### src/rtl/irq_dispatch4_if.sv
// Bus between the four-line interrupt dispatcher and its requester/consumer.
// Grant handshake: irq_id is stable whenever irq_valid=1, and the grant is consumed
// on a clock edge where irq_valid=1 and irq_ack=1. irq_ack is ignored while irq_valid=0.
interface irq_dispatch4_if;
  logic [3:0] req;
  logic [3:0] mask;
  logic       irq_ack;
  logic       ovf_clr;
  logic       irq_valid;
  logic [1:0] irq_id;
  logic [3:0] pending;
  logic [3:0] overflow;

  modport master (
    output req, mask, irq_ack, ovf_clr,
    input  irq_valid, irq_id, pending, overflow
  );

  modport slave (
    input  req, mask, irq_ack, ovf_clr,
    output irq_valid, irq_id, pending, overflow
  );
endinterface

### src/rtl/irq_dispatch4.sv
// Four-line interrupt latch and dispatcher: requests become pending events, and the
// highest-priority enabled pending line (bit 3 first) is presented one at a time.
module irq_dispatch4 #(
  parameter bit EDGE = 1'b1
) (
  input  logic           clk,
  input  logic           rst,
  irq_dispatch4_if.slave bus,
  output logic           dbg_state
);
  typedef enum logic {IDLE = 1'b0, PRESENT = 1'b1} state_t;

  state_t     state;
  logic [3:0] req_q;
  logic [3:0] evt;
  logic [3:0] ack_clr;
  logic [3:0] ovf_set;
  logic [3:0] cand;
  logic [1:0] win_id;

  always_comb begin
    evt     = EDGE ? (bus.req & ~req_q) : bus.req;
    ack_clr = 4'b0000;
    if (bus.irq_valid && bus.irq_ack) ack_clr[bus.irq_id] = 1'b1;
    // An event landing on a line being acked on the same edge is a re-arm, not an overflow.
    ovf_set = EDGE ? (evt & bus.pending & ~ack_clr) : 4'b0000;
    cand    = bus.pending & bus.mask;
    win_id  = 2'd0;
    for (int n = 0; n < 4; n++) begin
      if (cand[n]) win_id = n[1:0];
    end
  end

  always_ff @(posedge clk or posedge rst) begin
    if (rst) begin
      req_q        <= 4'b0000;
      bus.pending  <= 4'b0000;
      bus.overflow <= 4'b0000;
    end else begin
      req_q        <= bus.req;
      bus.pending  <= (bus.pending & ~ack_clr) | evt;
      bus.overflow <= (bus.ovf_clr ? 4'b0000 : bus.overflow) | ovf_set;
    end
  end

  always_ff @(posedge clk or posedge rst) begin
    if (rst) begin
      state         <= IDLE;
      bus.irq_valid <= 1'b0;
      bus.irq_id    <= 2'b00;
    end else begin
      case (state)
        IDLE: begin
          if (cand != 4'b0000) begin
            bus.irq_id    <= win_id;
            bus.irq_valid <= 1'b1;
            state         <= PRESENT;
          end
        end
        PRESENT: begin
          // No preemption and no revocation on mask change: only ack ends a grant.
          if (bus.irq_ack) begin
            bus.irq_valid <= 1'b0;
            state         <= IDLE;
          end
        end
        default: begin
          bus.irq_valid <= 1'b0;
          state         <= IDLE;
        end
      endcase
    end
  end

  assign dbg_state = (state == PRESENT);
endmodule

### src/flat_wrapper.sv
// flat-port wrapper written by rule: the top's interface ports become plain ports
module irq_dispatch4_flat 
#(
  parameter bit EDGE = 1'b1
)
  (clk, rst, dbg_state, bus_req, bus_mask, bus_irq_ack, bus_ovf_clr, bus_irq_valid, bus_irq_id, bus_pending, bus_overflow);
  irq_dispatch4_if bus_i ();
  input  logic clk;
  input  logic rst;
  output logic dbg_state;
  input wire logic [$bits(bus_i.req)-1:0] bus_req;
  input wire logic [$bits(bus_i.mask)-1:0] bus_mask;
  input wire logic [$bits(bus_i.irq_ack)-1:0] bus_irq_ack;
  input wire logic [$bits(bus_i.ovf_clr)-1:0] bus_ovf_clr;
  output wire logic [$bits(bus_i.irq_valid)-1:0] bus_irq_valid;
  output wire logic [$bits(bus_i.irq_id)-1:0] bus_irq_id;
  output wire logic [$bits(bus_i.pending)-1:0] bus_pending;
  output wire logic [$bits(bus_i.overflow)-1:0] bus_overflow;
  assign bus_i.req = bus_req;
  assign bus_i.mask = bus_mask;
  assign bus_i.irq_ack = bus_irq_ack;
  assign bus_i.ovf_clr = bus_ovf_clr;
  assign bus_irq_valid = bus_i.irq_valid;
  assign bus_irq_id = bus_i.irq_id;
  assign bus_pending = bus_i.pending;
  assign bus_overflow = bus_i.overflow;
  irq_dispatch4 #(.EDGE(EDGE)) u_core (.clk(clk), .rst(rst), .bus(bus_i), .dbg_state(dbg_state));
endmodule
### config.mk
export PLATFORM = sky130hd
export DESIGN_NAME = irq_dispatch4_flat
export DESIGN_NICKNAME = d
export VERILOG_FILES = /design/src/rtl/irq_dispatch4_if.sv /design/src/rtl/irq_dispatch4.sv /design/src/flat_wrapper.sv
export SDC_FILE = /design/constraint.sdc
export NUM_CORES = 1
export LEC_CHECK = 0
export CAP_MARGIN = 20
export CORE_MARGIN = 4
export CORE_UTILIZATION = 40
export CTS_CLUSTER_DIAMETER = 80
export DETAILED_ROUTE_END_ITERATION = 6
export PLACE_DENSITY = 0.74
export SETUP_SLACK_MARGIN = 0.02
export SLEW_MARGIN = 5
export SYNTH_ARGS = -nofsm -noshare
export SYNTH_HDL_FRONTEND = slang
export SYNTH_SLANG_ARGS = --single-unit
### constraint.sdc
create_clock -name clk -period 1.16 [get_ports clk]
set_clock_uncertainty 0.15 [all_clocks]
set_input_delay 0.232 -clock clk [delete_from_list [all_inputs] [get_ports clk]]
set_output_delay 0.232 -clock clk [all_outputs]
set_load 0.01 [all_outputs]
=== Yosys cells after proc, flatten, opt, wreduce, memory -nomap -nowiden ===
Cells that the tools add are included.

* Bits in registers: 16
* Input port bits: 12
* Output and inout port bits: 12
* Word-level logic and storage cells: 38

* $lt $le $gt $ge: 2
* Equal/unequal tests: 2
* Muxes and demuxes: 13
* Bitwise logic cells: 10
* Reductions and logical operators: 5

{| class="wikitable"
|+ Operators by type and width
! kind !! number
|-
| AND 4 bit || 5
|-
| 2-to-1 mux 4 bit || 2
|-
| inverter 4 bit || 2
|-
| OR 4 bit || 2
|-
| 2-to-1 mux 1 bit || 6
|-
| 2-to-1 mux 2 bit || 2
|-
| case mux 1 bit (2 select lines) || 2
|-
| AND reduction 2 bit || 2
|-
| nonzero test 4 bit || 1
|-
| less-than comparator 2 x 3 -> 1 bit, second input constant || 1
|-
| demux 1 bit (select 2 bit) || 1
|-
| greater-or-equal comparator 2 x 1 -> 1 bit, second input constant || 1
|-
| logical AND 1 bit || 2
|-
| inequality test 2 x 1 -> 1 bit, second input constant || 1
|-
| inequality test 2 bit, second input constant || 1
|-
| inverter 1 bit || 1
|}

=== Depth between registers and ports, before layout ===
Gate-level depths: netlist of run 1.

* Word-level depth: 8
* Depth in mapped cells: 3

=== Worst setup path before layout of run 1 ===
OpenSTA, ideal clock, no wires.

* Kind: flip-flop to flip-flop
* Start: reg u_core.bus.pending[1]
* End: reg u_core.bus.irq_valid
* Arrival time: 846 ps
* Setup slack: 46 ps
* Cell stages (with the launch flop): 4
* Path buffers: 0
* Period minus slack after synthesis: 1114 ps
* Cell sequence: dfrtp_1 > a22oi_2 > a21oi_1 > a21o_1

* Cells in the longest elaborated chain, start to end: 4

{| class="wikitable"
|+ RTL lines
! what !! line !! source
|-
| start: declaration || irq_dispatch4_if.sv:21 || <nowiki>output irq_valid, irq_id, pending, overflow</nowiki>
|-
| start signal: assignment || irq_dispatch4.sv:41 || <nowiki>bus.pending <= (bus.pending & ~ack_clr) | evt;</nowiki>
|-
| AND 4 bit || irq_dispatch4.sv:27 || <nowiki>cand = bus.pending & bus.mask;</nowiki>
|-
| nonzero test 4 bit || irq_dispatch4.sv:54 || <nowiki>if (cand != 4'b0000) begin</nowiki>
|-
| inequality test 2 x 1 -> 1 bit (no line) || - ||
|-
| AND reduction 2 bit (no line) || - ||
|-
| end signal: assignment || irq_dispatch4.sv:56 || <nowiki>bus.irq_valid <= 1'b1;</nowiki>
|-
| end signal: assignment || irq_dispatch4.sv:63 || <nowiki>bus.irq_valid <= 1'b0;</nowiki>
|-
| end signal: assignment || irq_dispatch4.sv:68 || <nowiki>bus.irq_valid <= 1'b0;</nowiki>
|-
| end: declaration || irq_dispatch4_if.sv:21 ||
|}

No other way between the ends.
A chain may end at the register's enable or synchronous reset.

=== Worst setup path in the final report of run 1 ===
Ends and elaborated chain as after synthesis.

==> impl_metrics.json, run 1 <==
{
  "fin_crit_ps": 1230,
  "diodes": 0,
  "drv_cap": 0,
  "tritoncts": "built",
  "num-fill-cells": 103,
  "dpl_cell_area_um2": 957,
  "synth_common_cells": "16 x dfrtp_1, 8 x nand2_1, 5 x inv_1, 5 x nand2b_1",
  "stdcell_count": 114,
  "gr-usage-all-layers": 0.162,
  "worstPathArrival_ps": 1260,
  "maxSlewViolCount": 0,
  "yosysWarningCount": 0,
  "power_mw": 2.64,
  "netlist_top_cells_area": "dfrtp_1 64%, nand2b_1 5.0%, nand2_1 4.8%",
  "top_level_ports": 24,
  "cp.required_ps": 1190,
  "die_w_um": 47.6,
  "status": "finished, violations left",
  "syn_area_um2": 627,
  "ys_ff_latch": 16,
  "power-per-cell-area_mw_per_mm2": 2350,
  "root_buffer": "clkbuf_4",
  "antenna_found_initial": 0,
  "viasPerCell": 5.04,
  "globalplace.congestion": 0.717,
  "vias": 574,
  "register_area_um2": 400,
  "syn_inst": 55,
  "io_buffers": 23,
  "relSlewSlack": 0.839,
  "core_region_area_mm2": 0.00149,
  "overflow": 0,
  "setup_viol": 21,
  "rsz0062_at_grt": "true",
  "cts_buffers": 3,
  "final_nets": 111,
  "drt_iter0_markers": 3,
  "clk_latency_ps": 280,
  "drt_first_pass_iters": 4,
  "async_flop_share": 1.00,
  "die_y_um": 47.6,
  "finish.instance_area_mm2": 0.00112,
  "synth_top_area_cell": "dfrtp_1",
  "yosysMostFrequentCell": "dfrtp_1",
  "timing.final.crit_share": 1.06,
  "startpoint_type": "flip-flop",
  "cts.htree.levels": 1,
  "hold_viol_final": 0,
  "clk_path_buf_depth": 2,
  "timing.final.ws_setup_ps": -66.4,
  "p_leak_nw": 0.517,
  "min-delay-path-class": "in -> async",
  "critPathSlowestCell": "dfrtp_1",
  "start_util": 0.421,
  "hpwl_mm": 1.11,
  "place_inst": 103,
  "synth_cell_types": 17,
  "worst_setup_path_end_kind": "flip-flop",
  "drc": 0,
  "drtAntennaViolNets": 0,
  "dieArea_mm2": 0.00226,
  "cp_cell_sequence": "buf_6, a22oi_2, a21oi_1, a21o_1",
  "worst_pin_slew_ps": 241,
  "multi_input_area_um2": 290,
  "critical_path.max_fanout": 3,
  "synthFlopType": "dfrtp_1",
  "grt_pass1_wl_mm": 2.57,
  "area_growth_pct": 79.2,
  "vdd_drop_max_mv": 1.25,
  "drive_above_1_share": 0.449,
  "drt-total-wl_mm": 1.72,
  "routedWlPerCell_um": 15.1,
  "cts_sinks": 16,
  "yosysTopAreaCellShare": 0.639,
  "grt_pass1_vias": 579,
  "synth-edff-count": 0,
  "violations": "negative setup slack",
  "hold_buffers": 0,
  "synthesis.nets": 67,
  "crit_type": "reg -> reg",
  "slowest_delay_ps": 420,
  "rows": 14,
  "fmax_ghz": 0.815,
  "clk_pin_slew_ps": 90,
  "grt_max_degree": 17,
  "avgSynthCellArea_um2": 11.4,
  "ys_seq_area_frac": 0.639
}
routing by layer:
metal | track usage | wire (um)
met2 | 0.275 | 915
met3 | 0.0338 | 86
met4 | 0.0591 | 34
met5 | 0 | 0
met1 | 0.202 | 682
where the power goes:
group          internal, mW  switching, mW  leakage [nW]
Clock                 0.191          0.173        0.0210
Sequential            0.716          0.115         0.181
Combinational         0.771          0.673         0.315
Total                  1.68          0.961         0.517
final cells by class:
class | instances | area share
inverter | 6 | 0.0200
timing repair buffer | 39 | 0.315
clock buffer | 4 | 0.0323
tap | 16 | 0.0178
sequential | 16 | 0.356
multi-input combinational | 33 | 0.258
cells by family after synthesis:
family	Yosys count	synth area share
DFF	16	0.639
and+or+nand+nor	14	0.108
AOI/OAI and AO/OA	19	0.218
buffers and inverters	6	0.0359
what timing repair did:
action                                  in CTS  in global routing
resized for setup                           61                 14
pin swaps                                    3                  7
endpoints found under the setup margin      21                 23
setup buffers                                6                  1
path summary, 6_finish.rpt:
check / from / end / slack, ps / cells after the start
worst min register to register: u_core.req_q[2] / u_core.bus.pending[2] / 390 / 2
worst max-delay path: u_core.bus.pending[1] / u_core.bus.irq_valid / -70 / 4
min in group clk: bus_irq_ack / u_core.bus.irq_valid / 240 / 3
max in group asynchronous: rst / u_core.dbg_state / 640 / 3
worst max register to register: u_core.bus.pending[1] / u_core.bus.irq_valid / -70 / 4
worst min-delay path: rst / u_core.req_q[2] / 100 / 3
per-stage QoR:
step	utilization	setup TNS (ps)	hold WS, ps	worst slack [ps]
floorplan	-	0	-4.26	45.6
global placement	0.643	-3680	346	-276
detailed placement	0.643	-3900	360	-317
CTS	0.701	-671	101	-66.6
global route	0.755	-1610	122	-138
finish	0.755	-737	100	-66.4
cell usage in the layout, fill, tap and decap left out, types with 2 or more instances in the layout:
master            n
buf_6            11
o21ai_4           2
o22ai_2           2
nand2_1           7
a22oi_2           2
buf_2             9
dfrtp_1          16
inv_1             5
o22ai_1           2
o31ai_4           2
clkbuf_4          3
nand2b_1          4
buf_4             7
clkdlybuf4s50_1  10
o21ai_1           3
sequential cells by signal, summed over array words and instances, names as in the netlist:
signal,flops
u_core.dbg_state,1
u_core.bus.irq_id,2
u_core.bus.pending,4
u_core.bus.irq_valid,1
u_core.bus.overflow,4
u_core.req_q,4
worst max-delay path: cells and delay by family, from the launching register on:
family	cells	cell delay, ps
buf+inv	1	130
compound gates	3	430
flops	1	420
Note: power is estimated with default switching activity, not from simulation.
==> run 2: changes to the inputs <==
Settings changed: PLACE_DENSITY 0.74 to 0.77.
==> run 2 against run 1 <==
  * The run still ends with negative setup slack left
  * Sequential cell count did not move
  * Combinational power is 15% lower
  * Non-clock buffer count decreased by 4
  * Hold slack got worse by 12 ps
  * Total power decreased by 8.3%
  * Final area fell by 7.9%
  * Cell count decreased by 3.5%
  * Routed wire length fell by 5.0%
  * Critical endpoint unchanged
==> impl_metrics.json, run 2 (synthesis gave the netlist of run 1 again) <==
{
  "r2r-start": "u_core.bus.pending[1]",
  "setup_tns_ps": -856,
  "grt_pass1_vias": 590,
  "tritoncts": "built",
  "drt_iter0_markers": 9,
  "fin_crit_ps": 1230,
  "globalplace.congestion": 0.820,
  "power-per-cell-area_mw_per_mm2": 2340,
  "cp.depth": 4,
  "dpl_cell_area_um2": 957,
  "p_leak_nw": 0.471,
  "cp.required_ps": 1200,
  "routedWlPerCell_um": 14.8,
  "timing.final.ws_setup_ps": -75.0,
  "drive_above_1_share": 0.415,
  "root_buffer": "clkbuf_4",
  "cts_sinks": 16,
  "drtAntennaViolNets": 0,
  "top_level_ports": 24,
  "viasPerCell": 5.21,
  "r2r_cells": 4,
  "timing.final.crit_share": 1.06,
  "finish.utilization": 0.695,
  "hpwl_mm": 1.17,
  "rsz0062_at_grt": "true",
  "finish.instance_area_mm2": 0.00103,
  "worst_setup_path_end_kind": "flip-flop",
  "cts.htree.levels": 1,
  "status": "finished, violations left",
  "antenna_found_initial": 0,
  "crit_path_end": "u_core.bus.irq_valid",
  "most-common-layout-cells": "16 x dfrtp_1, 11 x clkdlybuf4s50_1, 10 x buf_2",
  "r2r-end": "u_core.bus.irq_valid",
  "dieArea_mm2": 0.00226,
  "drt-total-wl_mm": 1.63,
  "die_w_um": 47.6,
  "start_util": 0.421,
  "rrSetupSlack_ps": -70,
  "grt_pass1_wl_mm": 2.52,
  "cp_cell_sequence": "buf_4, a22oi_2, a21oi_1, a21o_1",
  "num-fill-cells": 115,
  "final_nets": 107,
  "diodes": 0,
  "crit_family": "compound AO/OA/AOI/OAI gates",
  "largest_registers": "u_core.bus.overflow: 4 flops, u_core.bus.pending: 4 flops, u_core.req_q: 4 flops",
  "crit_type": "reg -> reg",
  "maxSlewViolCount": 0,
  "vdd_drop_max_mv": 1.21,
  "clk_path_buf_depth": 2,
  "io_buffers": 23,
  "gr-usage-all-layers": 0.168,
  "core_region_area_mm2": 0.00149,
  "area_growth_pct": 65.1,
  "relSlewSlack": 0.860,
  "clk_pin_slew_ps": 100,
  "hold_buffers": 0,
  "critPathSlowestCell": "dfrtp_1",
  "grt_max_degree": 17,
  "die_y_um": 47.6,
  "critical_path.max_fanout": 3,
  "fmax_ghz": 0.810,
  "drv_cap": 0,
  "slowest_delay_ps": 390,
  "cts_buffers": 3,
  "startpoint_type": "flip-flop",
  "final_common_cell": "dfrtp_1",
  "critical_path_buf_inv_count": 1,
  "crit_start": "u_core.bus.pending[1]",
  "worst_pin_slew_ps": 210,
  "vias": 573,
  "drc": 0,
  "worstPathArrival_ps": 1280,
  "overflow": 0,
  "hold_viol_final": 0,
  "rows": 14,
  "drt_first_pass_iters": 4,
  "min-delay-path-class": "in -> async",
  "violations": "negative setup slack",
  "setup_viol": 19,
  "clk_latency_ps": 290
}
[run 2: cell count changes in the layout (fill, tap and decap cells not counted), sizes merged]
cell / delta
buf: -4
clkdlybuf4s50: +1
dlymetal6s2s: -1
[run 2: per-stage QoR]
stage | cells | setup WS [ps] | hold slack [ps] | power, mW
after CTS | 110 | -68.1 | 95.0 | 2.30
after global placement | 103 | -279 | 346 | 1.82
after floorplan | 55 | 45.6 | -4.26 | 1.22
after global routing | 110 | -128 | 97.0 | 2.55
final | 110 | -75.0 | 88.0 | 2.42
after detailed placement | 103 | -314 | 364 | 1.86
[run 2: timing repair]
action / CTS / global route
endpoints found under the setup margin: 21 / 23
gates resized for setup: 58 / 7
pin swaps: 4 / 8
setup buffers: 3 / 0
[run 2: cell type report]
type / instances / area (um^2) / share of cell area
inverters: 6 / 25.0 / 0.0242
multi-input cells: 33 / 249 / 0.241
well taps: 16 / 20.0 / 0.0193
flip-flops and latches: 16 / 400 / 0.387
clock buffers: 4 / 36.3 / 0.0351
repair buffers: 35 / 304 / 0.294
[run 2: layer usage]
layer	vias up	track usage	share of wire
li1	270	-	-
met1	275	0.176	0.36
met2	22	0.291	0.55
met3	6	0.0451	0.068
met4	0	0.113	0.021
met5	-	0	0
[run 2: worst min path at each step]
stage,from,to,slack [ps]
after floorplan,rst,u_core.bus.irq_id[0],-4
after global placement,u_core.req_q[2],u_core.bus.pending[2],350
after detailed placement,u_core.req_q[0],u_core.bus.pending[0],360
after CTS,rst,u_core.bus.overflow[3],100
after global routing,rst,u_core.bus.overflow[3],100
final,rst,u_core.bus.overflow[3],90
[run 2: where the power goes]
part | leakage [nW] | switching (mW) | internal (mW)
Combinational | 0.268 | 0.589 | 0.637
Sequential | 0.181 | 0.102 | 0.716
Clock | 0.0210 | 0.184 | 0.191
[run 2: worst register-to-register path, stage by stage (launching register included)]
cell and delay [ps]:
dfrtp_1 390, buf_4 160, a22oi_2 180, a21oi_1 100, a21o_1 160
==> run 3: changes to the inputs <==
Settings changed: SKIP_LAST_GASP set to 1, TNS_END_PERCENT set to 50.
==> run 3 against run 2 <==
  * The run still ends with negative setup slack left
  * Largest cell class unchanged
  * Critical path depth fell by 3
  * Routed wire length fell by 10%
  * Maximum frequency rose by 1.6%
  * Combinational power fell by 18%
  * Non-clock buffer count fell by 1
  * Global-route usage fell by 1.1 points
  * Cell count fell by 0.91%
  * Critical endpoint is now bus_irq_id[0]
  * Sequential power fell by 2%
  * Register-to-register slack improved by 20 ps
  * Hold slack improved by 3.7 ps
  * Clock-buffer cell count did not move
  * Utilization fell by 4.1 points
==> impl_metrics.json, run 3 (synthesis gave the netlist of run 1 again) <==
{
  "cp.required_ps": 780,
  "rows": 14,
  "clk_pin_slew_ps": 90,
  "dieArea_mm2": 0.00226,
  "top_level_ports": 24,
  "globalplace.congestion": 0.820,
  "io_buffers": 23,
  "cts_buffers": 3,
  "crit_family": "flip-flops",
  "grt_pass1_wl_mm": 2.38,
  "rsz0062_at_grt": "true",
  "most-common-layout-cells": "16 x dfrtp_1, 12 x buf_2, 11 x clkdlybuf4s50_1",
  "vdd_drop_max_mv": 1.16,
  "drtAntennaViolNets": 0,
  "setup_tns_ps": -788,
  "routedWlPerCell_um": 13.4,
  "die_w_um": 47.6,
  "antenna_found_initial": 0,
  "drt_iter0_markers": 6,
  "clk_latency_ps": 290,
  "root_buffer": "clkbuf_4",
  "power-per-cell-area_mw_per_mm2": 2240,
  "core_region_area_mm2": 0.00149,
  "fmax_ghz": 0.822,
  "timing.final.ws_setup_ps": -55.9,
  "dpl_cell_area_um2": 957,
  "drt-total-wl_mm": 1.47,
  "timing.final.crit_share": 1.05,
  "drive_above_1_share": 0.366,
  "violations": "negative setup slack",
  "status": "finished, violations left",
  "crit_type": "reg -> out",
  "die_y_um": 47.6,
  "hold_viol_final": 0,
  "grt_pass1_vias": 566,
  "drc": 0,
  "cp_cell_sequence": "buf_2",
  "final_common_cell": "dfrtp_1",
  "critical_path_buf_inv_count": 1,
  "worstPathArrival_ps": 830,
  "cts.htree.levels": 1,
  "critPathSlowestCell": "dfrtp_1",
  "largest_registers": "u_core.bus.overflow: 4 flops, u_core.bus.pending: 4 flops, u_core.req_q: 4 flops",
  "finish.instance_area_um2": 973,
  "vias": 540,
  "start_util": 0.421,
  "gr-usage-all-layers": 0.157,
  "min-delay-path-class": "in -> async",
  "fin_crit_ps": 1220,
  "viasPerCell": 4.95,
  "hpwl_mm": 1.17,
  "tritoncts": "built",
  "drt_first_pass_iters": 3,
  "p_leak_nw": 0.447,
  "worst_setup_path_end_kind": "primary output",
  "area_growth_pct": 55.3,
  "drv_cap": 0,
  "diodes": 0,
  "rrSetupSlack_ps": -60,
  "relSlewSlack": 0.829,
  "grt_max_degree": 17,
  "startpoint_type": "flip-flop",
  "cts_sinks": 16,
  "overflow": 0,
  "critical_path.max_fanout": 2,
  "num-fill-cells": 126,
  "clk_path_buf_depth": 2,
  "slowest_delay_ps": 400,
  "maxSlewViolCount": 0,
  "setup_viol": 19,
  "worst_pin_slew_ps": 254,
  "final_nets": 106
}
-- run 3: final cells by class --
class / count / area (um^2) / share of cell area
sequential: 16 / 400 / 0.411
timing repair buffer: 34 / 273 / 0.280
multi-input combinational: 33 / 221 / 0.228
clock buffer: 4 / 36.3 / 0.0373
inverter: 6 / 22.5 / 0.0231
tap: 16 / 20.0 / 0.0206
-- run 3: repair_timing --
action / in CTS / in global routing
gates cloned: 0 / 0
pin swaps: 3 / 1
hold buffers: 0 / 0
setup endpoints to repair: 21 / 23
buffers inserted: 1 / 1
gates resized for setup: 50 / 3
-- run 3: path summary, 6_finish.rpt --
kind                                             from                endpoint  depth (start not counted)
worst max-delay path             u_core.bus.irq_id[0]           bus_irq_id[0]                          1
worst min-delay path                              rst  u_core.bus.overflow[3]                          3
worst max register to register  u_core.bus.pending[0]    u_core.bus.irq_valid                          4
worst min register to register        u_core.req_q[2]   u_core.bus.pending[2]                          2
max in group asynchronous                         rst        u_core.dbg_state                          3
min in group clk                           bus_req[0]         u_core.req_q[0]                          1
-- run 3: stage by stage --
| step | hold WS [ps] | setup WS (ps) | util | std cells | power, mW |
|---|---|---|---|---|---|
| CTS | 95.0 | -68.1 | 0.637 | 108 | 2.12 |
| floorplan | -4.26 | 45.6 | - | 55 | 1.22 |
| finish | 91.7 | -55.9 | 0.654 | 109 | 2.18 |
| global route | 97.7 | -114 | 0.654 | 109 | 2.32 |
| global placement | 346 | -279 | 0.643 | 103 | 1.82 |
| detailed placement | 364 | -314 | 0.643 | 103 | 1.86 |
-- run 3: per-layer routing --
layer / up-vias / share of wire / global-route usage
li1: 267 / - / -
met1: 254 / 0.39 / 0.169
met2: 15 / 0.52 / 0.270
met3: 4 / 0.071 / 0.0451
met4: 0 / 0.014 / 0.0968
met5: - / 0 / 0
-- run 3: power breakdown --
part	leakage, nW	switching, mW	internal, mW
clock network	0.0210	0.176	0.191
registers	0.181	0.0849	0.716
logic	0.245	0.509	0.501
